## config.mk

```make
export PLATFORM = sky130hd
export DESIGN_NAME = fp_log2_seq
export DESIGN_NICKNAME = d
export VERILOG_FILES = /design/src/rtl/fp_log2_pkg.sv /design/src/rtl/fp_log2_norm_round.sv /design/src/rtl/fp_log2_seq.sv
export SDC_FILE = /design/constraint.sdc
export NUM_CORES = 1
export LEC_CHECK = 0
export ABC_AREA = 1
export BUFFER_PORTS_ARGS = -buffer_cell sky130_fd_sc_hd__buf_2
export CORE_MARGIN = 3
export CORE_UTILIZATION = 56
export DETAILED_ROUTE_END_ITERATION = 10
export HOLD_SLACK_MARGIN = 0.02
export PLACE_DENSITY = 0.69
export RECOVER_POWER = 25
export SYNTH_ARGS = -nofsm -noshare
export SYNTH_HDL_FRONTEND = slang
export SYNTH_HIERARCHICAL = 1
export SYNTH_SLANG_ARGS = --single-unit
```

## constraint.sdc

```tcl
create_clock -name clk -period 9.2 [get_ports clk]
set_input_delay 0 -clock clk [delete_from_list [all_inputs] [get_ports clk]]
set_output_delay 0 -clock clk [all_outputs]
set_load 0.05 [all_outputs]
```

## src/rtl/fp_log2_pkg.sv

```systemverilog
`default_nettype none
// ============================================================================
//  Module      : fp_log2_pkg
//  Description : Shared types, status bit indices and parameter helper
//                functions for the sequential floating-point log2 unit.
//  Revision    : 1.0  initial release
// ============================================================================
package fp_log2_pkg;

  // Control states of the sequential log2 engine.
  typedef enum logic [1:0] {
    IDLE = 2'd0,
    ITER = 2'd1,
    NORM = 2'd2,
    DONE = 2'd3
  } state_t;

  // Bit positions inside the 8-bit status word.
  localparam int STAT_ZERO    = 0;
  localparam int STAT_INF     = 1;
  localparam int STAT_INVALID = 2;
  localparam int STAT_INEXACT = 5;
  localparam int STAT_DIVZ    = 7;

  // Exponent bias for an exp_width-bit exponent field.
  function automatic int calc_bias(input int ew);
    return (1 << (ew - 1)) - 1;
  endfunction

  // Number of internal fraction bits carried through the squaring loop.
  function automatic int calc_frac_w(input int sw, input int ep);
    return sw + ep + 4;
  endfunction

  // One fraction bit is produced per iteration.
  function automatic int calc_iter_n(input int sw, input int ep);
    return calc_frac_w(sw, ep);
  endfunction

  // Infinity encoding (all-ones exponent, zero significand), returned in
  // the low sw+ew+1 bits of a 64-bit word.
  function automatic logic [63:0] inf_bits(input int sw, input int ew, input logic neg);
    logic [63:0] r;
    r = '0;
    for (int i = 0; i < ew; i++) begin
      r[sw + i] = 1'b1;
    end
    r[sw + ew] = neg;
    return r;
  endfunction

  // Canonical quiet NaN: positive, all-ones exponent, significand MSB set.
  function automatic logic [63:0] qnan_bits(input int sw, input int ew);
    logic [63:0] r;
    r = inf_bits(sw, ew, 1'b0);
    r[sw - 1] = 1'b1;
    return r;
  endfunction

endpackage
`default_nettype wire

```

## src/rtl/fp_log2_norm_round.sv

```systemverilog
`default_nettype none
// ============================================================================
//  Module      : fp_log2_norm_round
//  Description : Combinational fixed-point to floating-point conversion.
//                Takes a sign/magnitude fixed value (exp_width integer bits,
//                frac_bits fraction bits) plus an external sticky bit,
//                normalises it with a leading-zero count and rounds to
//                nearest-even.
//  Ports       : sign       - sign of the value
//                mag        - unsigned magnitude, binary point frac_bits up
//                sticky_in  - value has nonzero bits below the magnitude LSB
//                z          - packed {sign, exp, sig} result
//                inexact    - any discarded bit was nonzero
//                zero       - magnitude is zero (z is +0)
//  Revision    : 1.0  initial release
// ============================================================================
module fp_log2_norm_round
  import fp_log2_pkg::*;
#(
  parameter int sig_width = 10,
  parameter int exp_width = 5,
  parameter int frac_bits = 14,
  localparam int FW  = exp_width + frac_bits,
  localparam int TW  = sig_width + exp_width + 1
) (
  input  logic          sign,
  input  logic [FW-1:0] mag,
  input  logic          sticky_in,
  output logic [TW-1:0] z,
  output logic          inexact,
  output logic          zero
);

  localparam int BIAS = calc_bias(exp_width);
  localparam int LZW  = $clog2(FW + 1);
  // Biased exponent of a value whose leading one sits at the magnitude MSB.
  localparam int EXP_TOP = FW - 1 - frac_bits + BIAS;

  function automatic logic [LZW-1:0] lzc(input logic [FW-1:0] v);
    logic [LZW-1:0] n;
    logic           found;
    n     = LZW'(FW);
    found = 1'b0;
    for (int i = FW - 1; i >= 0; i--) begin
      if (!found && v[i]) begin
        n     = LZW'(FW - 1 - i);
        found = 1'b1;
      end
    end
    return n;
  endfunction

  logic [LZW-1:0]       lz;
  logic [FW-1:0]        norm;
  logic [sig_width-1:0] mant;
  logic                 guard;
  logic                 sticky;
  logic                 round_up;
  logic [sig_width:0]   mant_r;
  logic [exp_width-1:0] exp_b;

  always_comb begin
    lz       = lzc(mag);
    norm     = mag << lz;
    // norm[FW-1] is the hidden one; the stored significand follows it.
    mant     = norm[FW-2 -: sig_width];
    guard    = norm[FW-2-sig_width];
    sticky   = (|norm[FW-3-sig_width:0]) | sticky_in;
    round_up = guard & (sticky | mant[0]);
    mant_r   = {1'b0, mant} + (sig_width + 1)'(round_up);
    // A rounding carry out of the significand bumps the exponent; the
    // stored significand bits are then all zero.
    exp_b    = exp_width'(EXP_TOP) - exp_width'(lz) + exp_width'(mant_r[sig_width]);
    inexact  = guard | sticky;
    zero     = !norm[FW-1];
    if (zero) begin
      z = '0;
    end else begin
      z = {sign, exp_b, mant_r[sig_width-1:0]};
    end
  end

endmodule
`default_nettype wire

```

## src/rtl/fp_log2_seq.sv

```systemverilog
`default_nettype none
// ============================================================================
//  Module      : fp_log2_seq
//  Description : Multi-cycle floating-point base-2 logarithm. Fraction bits
//                of log2(1.sig) come from a square-and-compare loop, one bit
//                per cycle; a final normalise/round cycle packs the result.
//                One operand in flight, valid/ready on both sides.
//  Ports       : clk, rst_n          - clock, asynchronous active-low reset
//                in_valid, in_ready  - operand handshake
//                a                   - operand {sign, exp, sig}
//                out_valid, out_ready- result handshake
//                z                   - log2(a)
//                status              - [0] zero [1] inf [2] invalid
//                                      [5] inexact [7] divide-by-zero
//  Options     : FP_LOG2_EARLY_TERM_EN - leave the loop as soon as the
//                remaining fraction bits are known to be zero.
//  Revision    : 1.0  initial release
// ============================================================================
module fp_log2_seq
  import fp_log2_pkg::*;
#(
  parameter int sig_width       = 10,
  parameter int exp_width       = 5,
  parameter int extra_prec      = 0,
  parameter int ieee_compliance = 0
) (
  input  logic                           clk,
  input  logic                           rst_n,
  input  logic                           in_valid,
  output logic                           in_ready,
  input  logic [sig_width+exp_width:0]   a,
  output logic                           out_valid,
  input  logic                           out_ready,
  output logic [sig_width+exp_width:0]   z,
  output logic [7:0]                     status
);

  localparam int TW     = sig_width + exp_width + 1;
  localparam int BIAS   = calc_bias(exp_width);
  localparam int W      = calc_frac_w(sig_width, extra_prec);
  localparam int ITER_N = calc_iter_n(sig_width, extra_prec);
  localparam int FW     = exp_width + W;

  localparam logic [63:0]        QNAN64    = qnan_bits(sig_width, exp_width);
  localparam logic [63:0]        PINF64    = inf_bits(sig_width, exp_width, 1'b0);
  localparam logic [63:0]        NINF64    = inf_bits(sig_width, exp_width, 1'b1);
  localparam logic [TW-1:0]      QNAN      = QNAN64[TW-1:0];
  localparam logic [TW-1:0]      POS_INF   = PINF64[TW-1:0];
  localparam logic [TW-1:0]      NEG_INF   = NINF64[TW-1:0];
  localparam logic [exp_width:0] BIAS_E    = (exp_width + 1)'(BIAS);
  localparam logic [W:0]         ONE       = {1'b1, {W{1'b0}}};
  // Only the flush-to-zero mode exists: subnormal operands behave as zero.
  localparam logic               FLUSH_SUB = (ieee_compliance == 0);

  // --------------------------------------------------------------------------
  // Operand decode and special-case selection
  // --------------------------------------------------------------------------
  logic                 a_sign;
  logic [exp_width-1:0] a_exp;
  logic [sig_width-1:0] a_sig;
  logic                 special;
  logic [TW-1:0]        spec_z;
  logic [7:0]           spec_status;

  assign a_sign = a[TW-1];
  assign a_exp  = a[TW-2:sig_width];
  assign a_sig  = a[sig_width-1:0];

  always_comb begin
    special     = 1'b1;
    spec_z      = QNAN;
    spec_status = '0;
    if ((&a_exp) && (a_sig != '0)) begin
      spec_status[STAT_INVALID] = 1'b1;
    end else if ((a_exp == '0) && (FLUSH_SUB || (a_sig == '0))) begin
      spec_z                 = NEG_INF;
      spec_status[STAT_INF]  = 1'b1;
      spec_status[STAT_DIVZ] = 1'b1;
    end else if (a_sign) begin
      spec_status[STAT_INVALID] = 1'b1;
    end else if (&a_exp) begin
      spec_z                = POS_INF;
      spec_status[STAT_INF] = 1'b1;
    end else begin
      special = 1'b0;
    end
  end

  // --------------------------------------------------------------------------
  // Control FSM
  // --------------------------------------------------------------------------
  state_t      state;
  state_t      state_nxt;
  logic [W:0]  y;           // 1.xxx fixed point, W fraction bits
  logic [W-1:0] frac;       // log2 fraction bits, MSB first
  logic [ITER_N-1:0] mask;  // one-hot: fraction bit written this cycle
  logic [exp_width:0] e_reg;// unbiased exponent, two's complement
  logic        sticky;      // truncation seen in the squaring loop
  logic [TW-1:0] z_reg;
  logic [7:0]  status_reg;
  logic        early;

`ifdef FP_LOG2_EARLY_TERM_EN
  // y == 1.0 with nothing ever truncated means every later square is 1.0
  // and every remaining fraction bit is zero.
  assign early = (y == ONE) && !sticky;
`else
  assign early = 1'b0;
`endif

  always_ff @(posedge clk or negedge rst_n) begin
    if (!rst_n) begin
      state <= IDLE;
    end else begin
      state <= state_nxt;
    end
  end

  always_comb begin
    state_nxt = state;
    in_ready  = 1'b0;
    out_valid = 1'b0;
    case (state)
      IDLE: begin
        in_ready = 1'b1;
        if (in_valid) begin
          state_nxt = special ? DONE : ITER;
        end
      end
      ITER: begin
        if (early || mask[0]) begin
          state_nxt = NORM;
        end
      end
      NORM: begin
        state_nxt = DONE;
      end
      DONE: begin
        out_valid = 1'b1;
        if (out_ready) begin
          state_nxt = IDLE;
        end
      end
      default: begin
        state_nxt = IDLE;
      end
    endcase
  end

  // --------------------------------------------------------------------------
  // Squaring step: log2(y^2) = 2*log2(y), so a square reaching 2 yields the
  // next fraction bit as 1 and is halved back into [1,2).
  // --------------------------------------------------------------------------
  logic [2*W+1:0] sq;
  logic           sq_ge2;
  logic [W:0]     y_sq;
  logic           trunc;

  always_comb begin
    sq     = {{(W+1){1'b0}}, y} * {{(W+1){1'b0}}, y};
    sq_ge2 = sq[2*W+1];
    if (sq_ge2) begin
      y_sq  = sq[2*W+1:W+1];
      trunc = |sq[W:0];
    end else begin
      y_sq  = sq[2*W:W];
      trunc = |sq[W-1:0];
    end
  end

  // --------------------------------------------------------------------------
  // Fixed value V = E + 0.frac as sign/magnitude. The true value lies
  // strictly above V when anything is left over, so a negative V with a
  // remainder has magnitude ~V plus a nonzero tail rather than -V.
  // --------------------------------------------------------------------------
  logic [FW-1:0] v_low;
  logic          neg;
  logic          rem;
  logic [FW-1:0] mag;
  logic [TW-1:0] nr_z;
  logic          nr_inexact;
  logic          nr_zero;
  logic [7:0]    norm_status;

  always_comb begin
    v_low = {e_reg[exp_width-1:0], frac};
    neg   = e_reg[exp_width];
    rem   = sticky | (y != ONE);
    if (!neg) begin
      mag = v_low;
    end else if (rem) begin
      mag = ~v_low;
    end else begin
      mag = ~v_low + FW'(1);
    end
  end

  fp_log2_norm_round #(
    .sig_width (sig_width),
    .exp_width (exp_width),
    .frac_bits (W)
  ) u_norm_round (
    .sign      (neg),
    .mag       (mag),
    .sticky_in (rem),
    .z         (nr_z),
    .inexact   (nr_inexact),
    .zero      (nr_zero)
  );

  always_comb begin
    norm_status               = '0;
    norm_status[STAT_ZERO]    = nr_zero;
    norm_status[STAT_INEXACT] = nr_inexact;
  end

  // --------------------------------------------------------------------------
  // Datapath registers
  // --------------------------------------------------------------------------
  always_ff @(posedge clk or negedge rst_n) begin
    if (!rst_n) begin
      y          <= '0;
      frac       <= '0;
      mask       <= '0;
      e_reg      <= '0;
      sticky     <= 1'b0;
      z_reg      <= '0;
      status_reg <= '0;
    end else begin
      case (state)
        IDLE: begin
          if (in_valid) begin
            if (special) begin
              z_reg      <= spec_z;
              status_reg <= spec_status;
            end else begin
              y      <= {1'b1, a_sig, {(W-sig_width){1'b0}}};
              frac   <= '0;
              mask   <= {1'b1, {(ITER_N-1){1'b0}}};
              e_reg  <= {1'b0, a_exp} - BIAS_E;
              sticky <= 1'b0;
            end
          end
        end
        ITER: begin
          if (!early) begin
            y      <= y_sq;
            sticky <= sticky | trunc;
            mask   <= mask >> 1;
            if (sq_ge2) begin
              frac <= frac | mask;
            end
          end
        end
        NORM: begin
          z_reg      <= nr_z;
          status_reg <= norm_status;
        end
        default: begin
        end
      endcase
    end
  end

  assign z      = z_reg;
  assign status = status_reg;

endmodule
`default_nettype wire
```

# --- After elaboration in Yosys (flattened, before gate mapping) ---
# Cells that the tools add are included.
word_totals:
  ff_bits: 76
  in_bits: 20
  word_cells: 170
  out_inout_bits: 26
classes:
  n_bitwise: 9
  shifts: 1
  reduce_logical: 52
  addsub: 5
  n_mux: 84
  mul: 1
  n_eq_ne: 10
ops:
  columns: ["op", "count"]
  rows:
  - ["2-to-1 mux 5 bit", 19]
  - ["2-to-1 mux 16 bit", 5]
  - ["2-to-1 mux 14 bit", 5]
  - ["case mux 14 bit (2 select lines)", 2]
  - ["2-to-1 mux 15 bit", 3]
  - ["2-to-1 mux 19 bit", 2]
  - ["2-to-1 mux 1 bit", 35]
  - ["case mux 16 bit (2 select lines)", 1]
  - ["multiplier 15 x 15 -> 30 bit", 1]
  - ["case mux 15 bit (2 select lines)", 1]
  - ["2-to-1 mux 10 bit", 2]
  - ["adder 19 x 1 -> 19 bit, second input constant", 1]
  - ["logical AND 1 bit", 19]
  - ["zero test 1 bit", 19]
  - ["NOT 19 bit", 1]
  - ["left shift 19 x 5 -> 19 bit", 1]
  - ["2-to-1 mux 8 bit", 2]
  - ["case mux 8 bit (2 select lines)", 1]
  - ["!= test 15 bit, second input constant", 1]
  - ["OR reduction 15 bit", 1]
  - ["bitwise OR 14 bit", 1]
  - ["OR reduction 14 bit", 1]
  - ["!= test 2 bit, second input constant", 6]
  - ["AND reduction 3 bit", 4]
  - ["other kinds (19)", 28]

# --- Logic depth before layout (Yosys ltp) ---
logic_depth:
  ltp_word: 68
  ltp_mapped: 46

# --- Modules after synthesis ---
# Netlist, hierarchy kept.
by_module_without_submodules:
  columns: ["module", "instances", "cells_per_inst", "area_each_um2", "seq_area_each_um2"]
  rows:
  - ["fp_log2_seq", 1, 1477, 11018.1, 1826.8]
  - ["fp_log2_norm_round", 1, 343, 1816.7, 0.0]

# --- Worst setup path before layout ---
# No wires, ideal clock.
synth_timing:
  path_type: "flip-flop to flip-flop"
  from: "reg y[2]"
  to: "reg frac[4]"
  t_required_ns: 9.072
  setup_time_ns: 0.128
  slack_ns: 3.325
  arrival_ns: 5.747
  path_buffers: 3
  stages_incl_launch_ff: 31
  path_cell_list: "dfrtp_1 clkbuf_1 clkbuf_1 nand2_1 inv_1 fa_1 inv_1 fa_1 inv_1 fa_1 inv_1 fa_1 inv_1 fa_1 inv_1 fa_1 inv_1 ha_1 nand2_1 nand2_1 nand2_1 nand2_1 clkinv_1 nand3_2 nand2_2 nand3_2 nand2_2 nand2_4 o21ai_4 clkbuf_2 o21ai_0"
synth_via:
  elab_chain_cells: 3
synth_rtl:
  columns: ["element", "line_no", "source"]
  rows:
  - ["from (decl)", "fp_log2_seq.sv:94", "logic [W:0] y;"]
  - ["from (signal assigned)", "fp_log2_seq.sv:237", "y <= {1'b1, a_sig, {(W-sig_width){1'b0}}};"]
  - ["from (signal assigned)", "fp_log2_seq.sv:247", "y <= y_sq;"]
  - ["multiplier 15 x 15 -> 30 bit", "fp_log2_seq.sv:160", "sq = {{(W+1){1'b0}}, y} * {{(W+1){1'b0}}, y};"]
  - ["!= test 2 bit (no source line)", null, null]
  - ["AND reduction 4 bit (no source line)", null, null]
  - ["to (signal assigned)", "fp_log2_seq.sv:251", "frac <= frac | mask;"]
  - ["to (decl)", "fp_log2_seq.sv:95", "logic [W-1:0] frac;"]
# No other way between the ends.
# A chain may end at the register's enable or synchronous reset.

# --- Final worst setup path ---
layout_timing:
  from: "reg y[8]"
  to: "reg frac[4]"
# The elaborated chain is that of the path after synthesis.

==> run_summary.xml <==
<?xml version="1.0" encoding="UTF-8"?>
<metrics>
  <group name="status">
    <metric name="status" unit="">complete, but fails checks</metric>
    <metric name="failed_checks" unit="">max-capacitance violations, max-slew violations</metric>
  </group>
  <group name="yosys">
    <metric name="yosysTopAreaCellShare" unit="">0.211</metric>
    <metric name="number_of_synthesis_warnings" unit="">6</metric>
    <metric name="syn_inst" unit="">1820</metric>
    <metric name="synthDistinctLibCells" unit="">54</metric>
    <metric name="synth_top_cells_by_area" unit="">sky130_fd_sc_hd__fa_1, sky130_fd_sc_hd__nand2_1, sky130_fd_sc_hd__dfrtp_1, sky130_fd_sc_hd__inv_1, sky130_fd_sc_hd__ha_1</metric>
    <metric name="yosys_most_used_dff" unit="">sky130_fd_sc_hd__dfrtp_1</metric>
    <metric name="yosysTopAreaCell" unit="">sky130_fd_sc_hd__fa_1</metric>
    <metric name="total_standard_cell_area_after_synthesis" unit="um^2">12800</metric>
    <metric name="postSynthAreaPerCell" unit="um^2">7.05</metric>
    <metric name="number_of_synthesized_flops_with_an_enable_pin" unit="">0</metric>
    <metric name="seq_area_frac_synth" unit="">0.142</metric>
    <metric name="synthesis_stage_register_bit_count" unit="">73</metric>
    <metric name="synthArstFlopShare" unit="">1.00</metric>
  </group>
  <group name="layout">
    <metric name="fillerInstances" unit="">2082</metric>
    <metric name="mostFrequentLayoutCell" unit="">sky130_fd_sc_hd__nand2_1</metric>
    <metric name="final_util" unit="">0.610</metric>
    <metric name="design.final.nets" unit="">2087</metric>
    <metric name="flip_flop_count_of_the_largest_register_all_copies_and_words_added" unit="">16</metric>
    <metric name="drive_gt1_frac" unit="">0.0753</metric>
    <metric name="areaGrowthSynthToFinish" unit="%">5.31</metric>
    <metric name="multi_input_comb_area" unit="um^2">9120</metric>
    <metric name="ff_latch_area" unit="um^2">1830</metric>
    <metric name="final_cell_mix" unit="">sky130_fd_sc_hd__nand2_1, sky130_fd_sc_hd__inv_1, sky130_fd_sc_hd__fa_1</metric>
    <metric name="antennaDiodeCount" unit="">0</metric>
  </group>
  <group name="sta">
    <metric name="worst_clock_skew" unit="ps">7.69</metric>
    <metric name="endpoints_failing_hold" unit="">0</metric>
    <metric name="setup-violations-final" unit="">0</metric>
    <metric name="slew-limit-headroom" unit="">-1.73</metric>
    <metric name="fmax" unit="MHz">145</metric>
    <metric name="final_min_period_over_clock_period" unit="">0.748</metric>
    <metric name="rsz_0062_raised_after_global_routing" unit="">false</metric>
    <metric name="worstMarginPinSlew" unit="ps">4100</metric>
    <metric name="finalWorstPathRequiredPeriod" unit="ps">6880</metric>
    <metric name="fin_tns_setup" unit="ps">0</metric>
    <metric name="maxSlewViolCount" unit="">74</metric>
  </group>
  <group name="clocking">
    <metric name="cts.clk_slew.worst_paths" unit="ps">60</metric>
    <metric name="cts_tree" unit="">yes</metric>
    <metric name="cts_hold_buffers" unit="">13</metric>
    <metric name="clock_sinks" unit="">73</metric>
    <metric name="worstSkewPairLatency" unit="ps">350</metric>
    <metric name="cts-resized-gates" unit="">0</metric>
    <metric name="cts-buffers-inserted" unit="">9</metric>
    <metric name="cts_max_level" unit="">3</metric>
    <metric name="postCtsSetupBuffers" unit="">0</metric>
    <metric name="cts_root_buf" unit="">sky130_fd_sc_hd__clkbuf_16</metric>
    <metric name="clk_path_buf_depth" unit="">2</metric>
  </group>
  <group name="critical_path">
    <metric name="timing.critical_path.to_type" unit="">flip-flop</metric>
    <metric name="r2r_slack" unit="ps">2320</metric>
    <metric name="critPathMaxFanout" unit="">29</metric>
    <metric name="reg2reg_from" unit="">y[8]</metric>
    <metric name="worst_setup_path_startpoint" unit="">y[8]</metric>
    <metric name="critPathLaunchType" unit="">flip-flop</metric>
    <metric name="crit-reg2reg-capture" unit="">frac[4]</metric>
    <metric name="worst_path_class_setup" unit="">flip-flop to flip-flop</metric>
    <metric name="rr_worst_depth" unit="">24</metric>
    <metric name="critical_path_required" unit="ps">9390</metric>
    <metric name="worstPathArrival" unit="ps">7080</metric>
    <metric name="crit_path_end" unit="">frac[4]</metric>
  </group>
  <group name="grt">
    <metric name="antenna_found_initial" unit="">0</metric>
    <metric name="track_usage" unit="">0.267</metric>
    <metric name="first_global_vias" unit="">11116</metric>
    <metric name="wire_length_of_the_first_global_routing_pass" unit="mm">53.6</metric>
    <metric name="grt_start_max_net_pins" unit="">74</metric>
    <metric name="global_route.overflow_total" unit="">0</metric>
  </group>
  <group name="floorplan">
    <metric name="number_of_ports_placed_on_the_die_boundary" unit="">46</metric>
    <metric name="initial_core_util" unit="">0.579</metric>
    <metric name="floorplan.die_area" unit="um^2">24800</metric>
    <metric name="chipHeight" unit="um">157</metric>
    <metric name="placeableCoreArea" unit="um^2">22200</metric>
    <metric name="rows" unit="">54</metric>
    <metric name="dieWidth" unit="um">157</metric>
  </group>
  <group name="route">
    <metric name="drt_iter0_drc" unit="">824</metric>
    <metric name="via_count" unit="">11195</metric>
    <metric name="drt_drc_violations_left" unit="">0</metric>
    <metric name="postRouteWirelength" unit="mm">31.5</metric>
    <metric name="via_per_inst" unit="">5.30</metric>
    <metric name="detail-route-antenna-nets" unit="">0</metric>
    <metric name="avgRoutedWirePerCell" unit="um">14.9</metric>
    <metric name="drt_first_pass_iters" unit="">5</metric>
  </group>
  <group name="placed_design">
    <metric name="place_congestion" unit="">0.974</metric>
    <metric name="place.detailed.hpwl" unit="mm">25.2</metric>
    <metric name="quantity_of_i_o_buffers_inserted_on_ports" unit="">42</metric>
  </group>
  <group name="run">
    <metric name="cap_viol_max_count" unit="">1</metric>
  </group>
  <group name="min_path">
    <metric name="hp-class" unit="">input pin to flip-flop</metric>
  </group>
</metrics>
==> critical path: stages, from the launching register on <==
cell and delay [ps]:
sky130_fd_sc_hd__dfrtp_1 700, sky130_fd_sc_hd__nand2_1 270, sky130_fd_sc_hd__inv_1 80, sky130_fd_sc_hd__fa_1 530, sky130_fd_sc_hd__inv_1 50, sky130_fd_sc_hd__fa_1 520, sky130_fd_sc_hd__inv_1 50, sky130_fd_sc_hd__fa_1 500
sky130_fd_sc_hd__inv_1 50, sky130_fd_sc_hd__fa_1 530, sky130_fd_sc_hd__inv_1 50, sky130_fd_sc_hd__fa_1 530, sky130_fd_sc_hd__inv_1 60, sky130_fd_sc_hd__fa_1 540, sky130_fd_sc_hd__inv_1 50, sky130_fd_sc_hd__ha_1 370
sky130_fd_sc_hd__nand2_1 130, sky130_fd_sc_hd__nor2_2 150, sky130_fd_sc_hd__nand3_1 140, sky130_fd_sc_hd__nand3_2 140, sky130_fd_sc_hd__nand2_2 80, sky130_fd_sc_hd__nand3_2 90, sky130_fd_sc_hd__nand2_4 150, sky130_fd_sc_hd__o21ai_4 720
sky130_fd_sc_hd__o21ai_0 170
==> cells in the mapped netlist (3+ instances only) <==
library cell / count
sky130_fd_sc_hd__a21oi_1: 37
sky130_fd_sc_hd__a21oi_2: 3
sky130_fd_sc_hd__a22oi_1: 7
sky130_fd_sc_hd__buf_2: 12
sky130_fd_sc_hd__buf_4: 6
sky130_fd_sc_hd__buf_6: 5
sky130_fd_sc_hd__clkbuf_1: 33
sky130_fd_sc_hd__clkinv_1: 3
sky130_fd_sc_hd__dfrtp_1: 73
sky130_fd_sc_hd__fa_1: 135
sky130_fd_sc_hd__ha_1: 105
sky130_fd_sc_hd__inv_1: 399
sky130_fd_sc_hd__inv_2: 14
sky130_fd_sc_hd__nand2_1: 492
sky130_fd_sc_hd__nand2_2: 19
sky130_fd_sc_hd__nand2_4: 5
sky130_fd_sc_hd__nand3_1: 133
sky130_fd_sc_hd__nand3_2: 10
sky130_fd_sc_hd__nand3b_1: 5
sky130_fd_sc_hd__nand4_1: 17
sky130_fd_sc_hd__nand4_4: 3
sky130_fd_sc_hd__nor2_1: 90
sky130_fd_sc_hd__nor2_2: 11
sky130_fd_sc_hd__nor2_4: 11
sky130_fd_sc_hd__nor3_1: 13
sky130_fd_sc_hd__nor4_1: 7
sky130_fd_sc_hd__o211ai_1: 3
sky130_fd_sc_hd__o21ai_0: 67
sky130_fd_sc_hd__o21ai_2: 11
sky130_fd_sc_hd__o21bai_1: 4
sky130_fd_sc_hd__o22ai_1: 14
sky130_fd_sc_hd__or2_2: 5
sky130_fd_sc_hd__xnor2_1: 14
sky130_fd_sc_hd__xor2_1: 25
==> worst min-delay path by stage <==
stage,startpoint,to,slack [ps],cells after the start
floorplan,rst_n,e_reg[0],-300,0
global placement,rst_n,y[3],220,1
detailed placement,rst_n,y[3],220,1
CTS,a[12],e_reg[2],40,4
global route,a[15],status[2],80,3
finish,a[15],status[1],50,4
==> final cells by class <==
| class | count | area share |
|---|---|---|
| Multi-Input combinational cell | 1272 | 0.674 |
| Inverter | 416 | 0.116 |
| Tap cell | 280 | 0.0259 |
| Clock buffer | 9 | 0.0167 |
| Clock inverter | 7 | 0.00916 |
| Timing Repair Buffer | 55 | 0.0231 |
| Sequential cell | 73 | 0.135 |
==> layer usage <==
metal	up-vias	part of all wire	wire [um]	track usage
met1	5248	0.47	14700	0.382
met5	-	0	0	0
met2	348	0.45	14000	0.420
met3	52	0.065	2050	0.0443
met4	0	0.022	680	0.0736
li1	5547	-	-	-
==> kinds of logic (layout without fill, tap and decap cells) <==
group                      Yosys count  after routing  synth area share
other                                1              3          0.000292
adders and majority gates          240            240             0.313
AOI/OAI and AO/OA                  161            161            0.0760
xor gates and xnor gates            41             41            0.0291
buffers and inverters              477            487             0.148
DFF                                 73             73             0.142
and+or+nand+nor                    827            827             0.291
==> stage by stage <==
step / area (um^2) / instances / hold slack [ps] / worst slack [ps]
floorplan: 12800 / 1822 / -296 / 3330
finish: 13500 / 2112 / 50.5 / 2320
global route: 13500 / 2112 / 78.6 / 1590
CTS: 13500 / 2112 / 38.7 / 2320
detailed placement: 13100 / 2083 / 218 / 2330
global placement: 13100 / 2083 / 217 / 2480
Power is not shown: default switching activity piles up to over one toggle a cycle in this logic, so the estimate is an artifact.
